## src/rtl/uart_comm_if.sv

```systemverilog
// Packetiser-facing byte bus of uart_comm: TX push side and RX pop side.
interface uart_comm_if;
  logic       send_flag;
  logic [7:0] data;
  logic       sendable;
  logic       recv_flag;
  logic [7:0] recv_data;
  logic       receivable;

  // Packetiser side
  modport master (
    output send_flag, data, recv_flag,
    input  sendable, recv_data, receivable
  );

  // UART side
  modport slave (
    input  send_flag, data, recv_flag,
    output sendable, recv_data, receivable
  );
endinterface

```

## src/rtl/uart_comm.sv

```systemverilog
// uart_comm: byte-level UART link layer with TX/RX FIFOs and 8N1 framing.
// Optional macro UART_PARITY_EN adds an even parity bit and a sticky parity_err output.
module uart_comm #(
  parameter int unsigned BAUD_RATE      = 115200,
  parameter int unsigned CLOCK_RATE     = 100000000,
  parameter int unsigned FIFO_DEPTH_BIT = 4
) (
  input  logic       CLK,
  input  logic       RST,
  uart_comm_if.slave bus,
  output logic       Tx,
  input  logic       Rx,
  output logic       frame_err
`ifdef UART_PARITY_EN
  ,
  output logic       parity_err
`endif
);

  localparam int unsigned BIT_TICKS  = CLOCK_RATE / BAUD_RATE;
  localparam int unsigned HALF_TICKS = BIT_TICKS / 2;
  localparam int unsigned CNT_W      = $clog2(BIT_TICKS);
  localparam int unsigned DEPTH      = 1 << FIFO_DEPTH_BIT;
  localparam int unsigned OCC_W      = FIFO_DEPTH_BIT + 1;
  localparam logic [CNT_W-1:0] TICK_LAST = CNT_W'(BIT_TICKS - 1);
  localparam logic [CNT_W-1:0] HALF_LAST = CNT_W'(HALF_TICKS - 1);
  localparam logic [OCC_W-1:0] OCC_FULL  = OCC_W'(DEPTH);

  typedef enum logic [2:0] {
    TX_IDLE, TX_START, TX_DATA,
`ifdef UART_PARITY_EN
    TX_PARITY,
`endif
    TX_STOP
  } tx_state_t;

  typedef enum logic [2:0] {
    RX_IDLE, RX_START, RX_DATA,
`ifdef UART_PARITY_EN
    RX_PARITY,
`endif
    RX_STOP
  } rx_state_t;

  // ---------------- TX FIFO ----------------
  logic [7:0]                r_tx_mem [DEPTH];
  logic [FIFO_DEPTH_BIT-1:0] r_tx_wr, r_tx_rd;
  logic [OCC_W-1:0]          r_tx_count;
  logic                      w_tx_full, w_tx_empty, w_tx_push, w_tx_pop;
  logic [7:0]                w_tx_head;

  tx_state_t        r_tx_state;
  logic [CNT_W-1:0] r_tx_cnt;
  logic [2:0]       r_tx_bit;
  logic [7:0]       r_tx_shift;
  logic             r_tx;
`ifdef UART_PARITY_EN
  logic             r_tx_par;
`endif

  assign w_tx_full     = (r_tx_count == OCC_FULL);
  assign w_tx_empty    = (r_tx_count == '0);
  assign w_tx_push     = bus.send_flag && !w_tx_full;
  assign w_tx_head     = r_tx_mem[r_tx_rd];
  // Pop in IDLE, or at the end of a stop bit so frames run back to back
  assign w_tx_pop      = !w_tx_empty &&
                         ((r_tx_state == TX_IDLE) ||
                          ((r_tx_state == TX_STOP) && (r_tx_cnt == TICK_LAST)));
  assign bus.sendable  = !w_tx_full;
  assign Tx            = r_tx;

  // TX FIFO storage write
  always_ff @(posedge CLK) begin
    if (w_tx_push) r_tx_mem[r_tx_wr] <= bus.data;
  end

  // TX FIFO pointers and occupancy
  always_ff @(posedge CLK) begin
    if (RST) begin
      r_tx_wr    <= '0;
      r_tx_rd    <= '0;
      r_tx_count <= '0;
    end else begin
      if (w_tx_push) r_tx_wr <= r_tx_wr + 1'b1;
      if (w_tx_pop)  r_tx_rd <= r_tx_rd + 1'b1;
      case ({w_tx_push, w_tx_pop})
        2'b10:   r_tx_count <= r_tx_count + 1'b1;
        2'b01:   r_tx_count <= r_tx_count - 1'b1;
        default: r_tx_count <= r_tx_count;
      endcase
    end
  end

  // TX framing FSM: each state lasts one bit time, Tx is registered
  always_ff @(posedge CLK) begin
    if (RST) begin
      r_tx_state <= TX_IDLE;
      r_tx_cnt   <= '0;
      r_tx_bit   <= '0;
      r_tx_shift <= '0;
      r_tx       <= 1'b1;
`ifdef UART_PARITY_EN
      r_tx_par   <= 1'b0;
`endif
    end else begin
      case (r_tx_state)
        TX_IDLE: begin
          if (w_tx_pop) begin
            r_tx_shift <= w_tx_head;
`ifdef UART_PARITY_EN
            r_tx_par   <= ^w_tx_head;
`endif
            r_tx_cnt   <= '0;
            r_tx       <= 1'b0;
            r_tx_state <= TX_START;
          end
        end
        TX_START: begin
          if (r_tx_cnt == TICK_LAST) begin
            r_tx_cnt   <= '0;
            r_tx_bit   <= '0;
            r_tx       <= r_tx_shift[0];
            r_tx_state <= TX_DATA;
          end else begin
            r_tx_cnt <= r_tx_cnt + 1'b1;
          end
        end
        TX_DATA: begin
          if (r_tx_cnt == TICK_LAST) begin
            r_tx_cnt <= '0;
            if (r_tx_bit == 3'd7) begin
`ifdef UART_PARITY_EN
              r_tx       <= r_tx_par;
              r_tx_state <= TX_PARITY;
`else
              r_tx       <= 1'b1;
              r_tx_state <= TX_STOP;
`endif
            end else begin
              r_tx_bit   <= r_tx_bit + 1'b1;
              r_tx_shift <= r_tx_shift >> 1;
              r_tx       <= r_tx_shift[1];
            end
          end else begin
            r_tx_cnt <= r_tx_cnt + 1'b1;
          end
        end
`ifdef UART_PARITY_EN
        TX_PARITY: begin
          if (r_tx_cnt == TICK_LAST) begin
            r_tx_cnt   <= '0;
            r_tx       <= 1'b1;
            r_tx_state <= TX_STOP;
          end else begin
            r_tx_cnt <= r_tx_cnt + 1'b1;
          end
        end
`endif
        TX_STOP: begin
          if (r_tx_cnt == TICK_LAST) begin
            r_tx_cnt <= '0;
            if (w_tx_pop) begin
              r_tx_shift <= w_tx_head;
`ifdef UART_PARITY_EN
              r_tx_par   <= ^w_tx_head;
`endif
              r_tx       <= 1'b0;
              r_tx_state <= TX_START;
            end else begin
              r_tx_state <= TX_IDLE;
            end
          end else begin
            r_tx_cnt <= r_tx_cnt + 1'b1;
          end
        end
        default: begin
          r_tx       <= 1'b1;
          r_tx_state <= TX_IDLE;
        end
      endcase
    end
  end

  // ---------------- RX path ----------------
  logic [7:0]                r_rx_mem [DEPTH];
  logic [FIFO_DEPTH_BIT-1:0] r_rx_wr, r_rx_rd;
  logic [OCC_W-1:0]          r_rx_count;
  logic                      w_rx_full, w_rx_empty, w_rx_push, w_rx_pop;
  logic                      w_rx_stop_sample, w_rx_byte_ok;

  logic             r_rx_meta, r_rx_s;
  rx_state_t        r_rx_state;
  logic [CNT_W-1:0] r_rx_cnt;
  logic [2:0]       r_rx_bit;
  logic [7:0]       r_rx_shift;
  logic             r_rx_wait;
  logic             r_frame_err;
`ifdef UART_PARITY_EN
  logic             r_rx_par_bad;
  logic             r_parity_err;
  assign parity_err = r_parity_err;
`endif

  assign w_rx_full        = (r_rx_count == OCC_FULL);
  assign w_rx_empty       = (r_rx_count == '0);
  assign w_rx_pop         = bus.recv_flag && !w_rx_empty;
  assign w_rx_stop_sample = (r_rx_state == RX_STOP) && !r_rx_wait && (r_rx_cnt == TICK_LAST);
`ifdef UART_PARITY_EN
  assign w_rx_byte_ok     = w_rx_stop_sample && r_rx_s && !r_rx_par_bad;
`else
  assign w_rx_byte_ok     = w_rx_stop_sample && r_rx_s;
`endif
  // A byte arriving into a full FIFO is silently dropped
  assign w_rx_push        = w_rx_byte_ok && !w_rx_full;
  assign bus.receivable   = !w_rx_empty;
  assign bus.recv_data    = r_rx_mem[r_rx_rd];
  assign frame_err        = r_frame_err;

  // Two-flop synchroniser for the asynchronous Rx line
  always_ff @(posedge CLK) begin
    if (RST) begin
      r_rx_meta <= 1'b1;
      r_rx_s    <= 1'b1;
    end else begin
      r_rx_meta <= Rx;
      r_rx_s    <= r_rx_meta;
    end
  end

  // RX FIFO storage, pointers and occupancy; storage cleared so the head reads 0 after reset
  always_ff @(posedge CLK) begin
    if (RST) begin
      for (int i = 0; i < int'(DEPTH); i++) r_rx_mem[i] <= '0;
      r_rx_wr    <= '0;
      r_rx_rd    <= '0;
      r_rx_count <= '0;
    end else begin
      if (w_rx_push) begin
        r_rx_mem[r_rx_wr] <= r_rx_shift;
        r_rx_wr           <= r_rx_wr + 1'b1;
      end
      if (w_rx_pop) r_rx_rd <= r_rx_rd + 1'b1;
      case ({w_rx_push, w_rx_pop})
        2'b10:   r_rx_count <= r_rx_count + 1'b1;
        2'b01:   r_rx_count <= r_rx_count - 1'b1;
        default: r_rx_count <= r_rx_count;
      endcase
    end
  end

  // RX deframing FSM: mid-bit sampling, glitch rejection, stop/parity checks
  always_ff @(posedge CLK) begin
    if (RST) begin
      r_rx_state   <= RX_IDLE;
      r_rx_cnt     <= '0;
      r_rx_bit     <= '0;
      r_rx_shift   <= '0;
      r_rx_wait    <= 1'b0;
      r_frame_err  <= 1'b0;
`ifdef UART_PARITY_EN
      r_rx_par_bad <= 1'b0;
      r_parity_err <= 1'b0;
`endif
    end else begin
      case (r_rx_state)
        RX_IDLE: begin
          if (!r_rx_s) begin
            r_rx_cnt   <= '0;
            r_rx_state <= RX_START;
          end
        end
        RX_START: begin
          if (r_rx_cnt == HALF_LAST) begin
            r_rx_cnt <= '0;
            if (r_rx_s) begin
              r_rx_state <= RX_IDLE;
            end else begin
              r_rx_bit   <= '0;
              r_rx_state <= RX_DATA;
            end
          end else begin
            r_rx_cnt <= r_rx_cnt + 1'b1;
          end
        end
        RX_DATA: begin
          if (r_rx_cnt == TICK_LAST) begin
            r_rx_cnt   <= '0;
            r_rx_shift <= {r_rx_s, r_rx_shift[7:1]};
            if (r_rx_bit == 3'd7) begin
`ifdef UART_PARITY_EN
              r_rx_state <= RX_PARITY;
`else
              r_rx_state <= RX_STOP;
`endif
            end else begin
              r_rx_bit <= r_rx_bit + 1'b1;
            end
          end else begin
            r_rx_cnt <= r_rx_cnt + 1'b1;
          end
        end
`ifdef UART_PARITY_EN
        RX_PARITY: begin
          if (r_rx_cnt == TICK_LAST) begin
            r_rx_cnt     <= '0;
            r_rx_par_bad <= r_rx_s ^ (^r_rx_shift);
            r_rx_state   <= RX_STOP;
          end else begin
            r_rx_cnt <= r_rx_cnt + 1'b1;
          end
        end
`endif
        RX_STOP: begin
          if (r_rx_wait) begin
            // Line held low past the stop bit: wait for it to return idle
            if (r_rx_s) begin
              r_rx_wait  <= 1'b0;
              r_rx_state <= RX_IDLE;
            end
          end else if (r_rx_cnt == TICK_LAST) begin
            r_rx_cnt <= '0;
            if (r_rx_s) begin
`ifdef UART_PARITY_EN
              if (r_rx_par_bad) r_parity_err <= 1'b1;
`endif
              r_rx_state <= RX_IDLE;
            end else begin
              r_frame_err <= 1'b1;
              r_rx_wait   <= 1'b1;
            end
          end else begin
            r_rx_cnt <= r_rx_cnt + 1'b1;
          end
        end
        default: r_rx_state <= RX_IDLE;
      endcase
    end
  end

endmodule

```

## src/flat_wrapper.sv

```systemverilog
// flat-port wrapper written by rule: the top's interface ports become plain ports
module uart_comm_flat 
#(
  parameter int unsigned BAUD_RATE      = 115200,
  parameter int unsigned CLOCK_RATE     = 100000000,
  parameter int unsigned FIFO_DEPTH_BIT = 4
)
  (CLK, RST, Tx, Rx, frame_err, bus_send_flag, bus_data, bus_recv_flag, bus_sendable, bus_recv_data, bus_receivable);
  uart_comm_if bus_i ();
  input  logic CLK;
  input  logic RST;
  output logic Tx;
  input  logic Rx;
  output logic frame_err;
  input wire logic [$bits(bus_i.send_flag)-1:0] bus_send_flag;
  input wire logic [$bits(bus_i.data)-1:0] bus_data;
  input wire logic [$bits(bus_i.recv_flag)-1:0] bus_recv_flag;
  output wire logic [$bits(bus_i.sendable)-1:0] bus_sendable;
  output wire logic [$bits(bus_i.recv_data)-1:0] bus_recv_data;
  output wire logic [$bits(bus_i.receivable)-1:0] bus_receivable;
  assign bus_i.send_flag = bus_send_flag;
  assign bus_i.data = bus_data;
  assign bus_i.recv_flag = bus_recv_flag;
  assign bus_sendable = bus_i.sendable;
  assign bus_recv_data = bus_i.recv_data;
  assign bus_receivable = bus_i.receivable;
  uart_comm #(.BAUD_RATE(BAUD_RATE), .CLOCK_RATE(CLOCK_RATE), .FIFO_DEPTH_BIT(FIFO_DEPTH_BIT)) u_core (.CLK(CLK), .RST(RST), .bus(bus_i), .Tx(Tx), .Rx(Rx), .frame_err(frame_err));
endmodule
```

## config.mk

```make
export PLATFORM = sky130hd
export DESIGN_NAME = uart_comm_flat
export DESIGN_NICKNAME = d
export VERILOG_FILES = /design/src/rtl/uart_comm_if.sv /design/src/rtl/uart_comm.sv /design/src/flat_wrapper.sv
export SDC_FILE = /design/constraint.sdc
export NUM_CORES = 1
export LEC_CHECK = 0
export ABC_AREA = 1
export BUFFER_PORTS_ARGS = -buffer_cell sky130_fd_sc_hd__buf_2
export CELL_PAD_IN_SITES_DETAIL_PLACEMENT = 0
export CELL_PAD_IN_SITES_GLOBAL_PLACEMENT = 1
export CORE_MARGIN = 1.5
export CORE_UTILIZATION = 54
export DETAILED_ROUTE_END_ITERATION = 16
export MAX_ROUTING_LAYER = met4
export PLACE_DENSITY = 0.87
export SYNTH_ARGS = -nofsm -noshare
export SYNTH_HDL_FRONTEND = slang
export SYNTH_SLANG_ARGS = --single-unit
export TNS_END_PERCENT = 100
```

## constraint.sdc

```tcl
create_clock -name CLK -period 4.56 [get_ports CLK]
set_input_delay 0.228 -clock CLK [delete_from_list [all_inputs] [get_ports CLK]]
set_output_delay 0.228 -clock CLK [all_outputs]
set_load 0.01 [all_outputs]
```

==> impl_metrics.tcl <==
set metrics [dict create \
    avgRoutedWirePerCell_um 17.0 \
    place_congestion 0.834 \
    yosys-top-cells-area "edfxtp_1, dfxtp_1, nor2_1" \
    ys_ff_latch 341 \
    path_max_fanout 96 \
    grt_max_degree 97 \
    drive_above_1_share 0.0838 \
    p_per_area_nw_per_um2 518 \
    postSynth.asyncResetShare 0 \
    diodes 0 \
    arrival_ns 2.75 \
    fmax_ghz 0.336 \
    syn_area_per_cell_um2 10.3 \
    netlist_instances 1477 \
    clock-root-buffer "clkbuf_16" \
    final_cell_mix "nor2_1, edfxtp_1, o21ai_0" \
    die_area_um2 29200 \
    p_leak_nw 5.99 \
    cts_resized 0 \
    num-fill-cells 2320 \
    rsz0062_at_grt "no" \
    hold_viol 0 \
    fin_skew_ns 0.0239 \
    num_vias 10435 \
    die_h_um 171 \
    rr_startpoint "u_core.r_tx_cnt[6]" \
    h-tree-depth 2 \
    grt_overflow 0 \
    synth_edf_count 256 \
    layout_commonest_cell "nor2_1" \
    routed_via_density 5.54 \
    ys_seq_area_frac 0.617 \
    synth_nets 1521 \
    grt_pass1_wl_um 51200 \
    place_inst 1817 \
    port_buffers 24 \
    drtIter0Drc 935 \
    timing.rr.end "u_core.r_tx_count[4]" \
    dpl.hpwl_um 20100 \
    cts_tree "built" \
    clk_latency_ns 0.53 \
    final_util 0.602 \
    synth_cell_type_count 46 \
    worstSetupEndpoint "bus_recv_data[3]" \
    synth_area_leader_cell "edfxtp_1" \
    cts_max_path_buffers 3 \
    relSlewSlack 0.216 \
    synthToLayoutAreaGrowth_pct 9.93 \
    slowest_delay_ns 1.06 \
    timing.final.crit_share 0.653 \
    power_mw 8.66 \
    final_nets 1522 \
    die_w_um 171 \
    core_area_um2 27800 \
    yosysTopAreaCellShare 0.505 \
    regToRegSetupSlack_ns 1.72 \
    dr.pass1.iters 5 \
    clk_pin_slew_worst_paths_ns 0.06 \
    crit_type "flip-flop to output pin" \
    drc 0 \
    seq_area_um2 9390 \
    crit_path_end_kind "output pin" \
    min_period_ns 2.98 \
    clock_sinks 341 \
    start_util 0.548 \
    synth_area_um2 15200 \
    instances_no_fill 1882 \
    hold_class "input port to flip-flop" \
    track_usage 0.232 \
    maxCapViolations 0 \
    io_pins 25 \
    synthFlopType "edfxtp_1" \
    peakVddDrop_mv 0.336 \
    holdBufCountCts 1 \
    critPathSlowestCell "dfxtp_4" \
    cts_setup_buffers 0 \
    fin_setup_tns_ns 0 \
    worstPathCellList "mux2i_1 > o21ai_0 > o211ai_1 > nand2_1 > buf_2" \
    setup_viol 0 \
    cts_buffers 36 \
    multi_input_area_um2 4990 \
    antenna_found_initial 0 \
    rows 61 \
    max_slew.worst_pin.slew_ns 1.18 \
    yosysWarningCount 0 \
    start_kind "flip-flop" \
    routed_wl_um 32000 \
    cp.required_ns 4.33 \
    drv_slew 0 \
    reg2reg_depth 17 \
    ant_nets 0 \
    first_global_vias 9975 \
    status "completed" \
]
final cells by class:
cell class / instances / area share
clock buffers: 46 / 0.0569
clock inverters: 18 / 0.0116
inverters: 146 / 0.0328
multi-input cells: 923 / 0.299
flip-flops and latches: 341 / 0.562
well taps: 378 / 0.0283
repair buffers: 30 / 0.0100
registers in the layout, indices dropped and copies added (netlist names), 4 cells and up, named ones only:
register           flops
u_core.r_tx_shift      8
u_core.r_tx_rd         4
u_core.r_rx_rd         4
u_core.r_rx_wr         4
u_core.r_rx_shift      8
u_core.r_rx_mem      128
u_core.r_rx_count      5
u_core.r_tx_mem      128
u_core.r_tx_cnt       10
u_core.r_tx_count      5
u_core.r_rx_cnt       10
u_core.r_tx_wr         4
worst min path at each step:
stage,from,slack (ns),cells past startpoint,end
after floorplan,bus_data[0],0.33,0,u_core.r_tx_mem[0][0]
after global placement,u_core.r_rx_meta,0.41,1,u_core.r_rx_s
after detailed placement,u_core.r_rx_meta,0.41,1,u_core.r_rx_s
after CTS,bus_data[4],0.04,1,u_core.r_tx_mem[13][4]
after global routing,bus_data[2],0.06,1,u_core.r_tx_mem[12][2]
final,bus_data[4],0.06,1,u_core.r_tx_mem[12][4]
layer usage:
metal,vias to the layer above,share of wire,track usage
met3,63,0.063,0.0301
met2,303,0.46,0.364
met4,0,0.018,0.0637
met1,4924,0.46,0.320
li1,5145,-,-
met5,-,0,-
through the flow:
step | instance area, µm² | hold WS (ns) | setup WS [ns]
2_1_floorplan | 15200 | 0.327 | 2.13
3_3_place_gp | 15600 | 0.408 | 1.80
3_5_place_dp | 15600 | 0.409 | 1.75
4_1_cts | 16700 | 0.0404 | 1.58
5_1_grt | 16700 | 0.0643 | 1.42
6_report | 16700 | 0.0600 | 1.58
synthesized netlist by cell type (2+ instances only):
cell / instances
nor2_1: 267
edfxtp_1: 256
o21ai_0: 157
inv_1: 130
nand2_1: 127
a21oi_1: 93
dfxtp_1: 85
nand3_1: 58
clkbuf_1: 47
o211ai_1: 37
mux2i_1: 32
ha_1: 31
o221ai_1: 29
buf_2: 15
nand4_1: 15
nand2_2: 13
clkinv_1: 11
nand2_4: 9
xor2_1: 8
nor2_2: 6
a211oi_1: 5
inv_2: 5
o22ai_1: 4
buf_1: 3
nor2_4: 3
nor3_1: 3
xnor2_1: 3
a221oi_1: 2
and3_1: 2
nor2_8: 2
nor3_2: 2
o2111ai_1: 2
or2_2: 2
where the power goes:
group          total, mW  internal (mW)  switching [mW]
sequential          3.77           3.54           0.229
combinational       2.04          0.689            1.35
clock               2.84           1.66            1.18
total               8.66           5.89            2.76
logic make-up (layout without fill, tap and decap cells):
logic type / after synthesis / in the layout / synth area share
simple gates: 510 / 510 / 0.146
flops: 341 / 341 / 0.617
compound gates: 339 / 339 / 0.129
buf+inv: 213 / 240 / 0.0545
mux: 32 / 32 / 0.0211
fa+ha+maj: 31 / 31 / 0.0255
xor+xnor: 11 / 11 / 0.00633
worst max-delay path: cells and delay by family (launching register included):
| kind | cells | cell delay, ns |
|---|---|---|
| muxes | 1 | 0.41 |
| and+or+nand+nor | 1 | 0.11 |
| AOI/OAI and AO/OA | 2 | 0.43 |
| buffers and inverters | 1 | 0.15 |
| DFF | 1 | 1.06 |
Note: power is estimated with default switching activity, not from simulation.
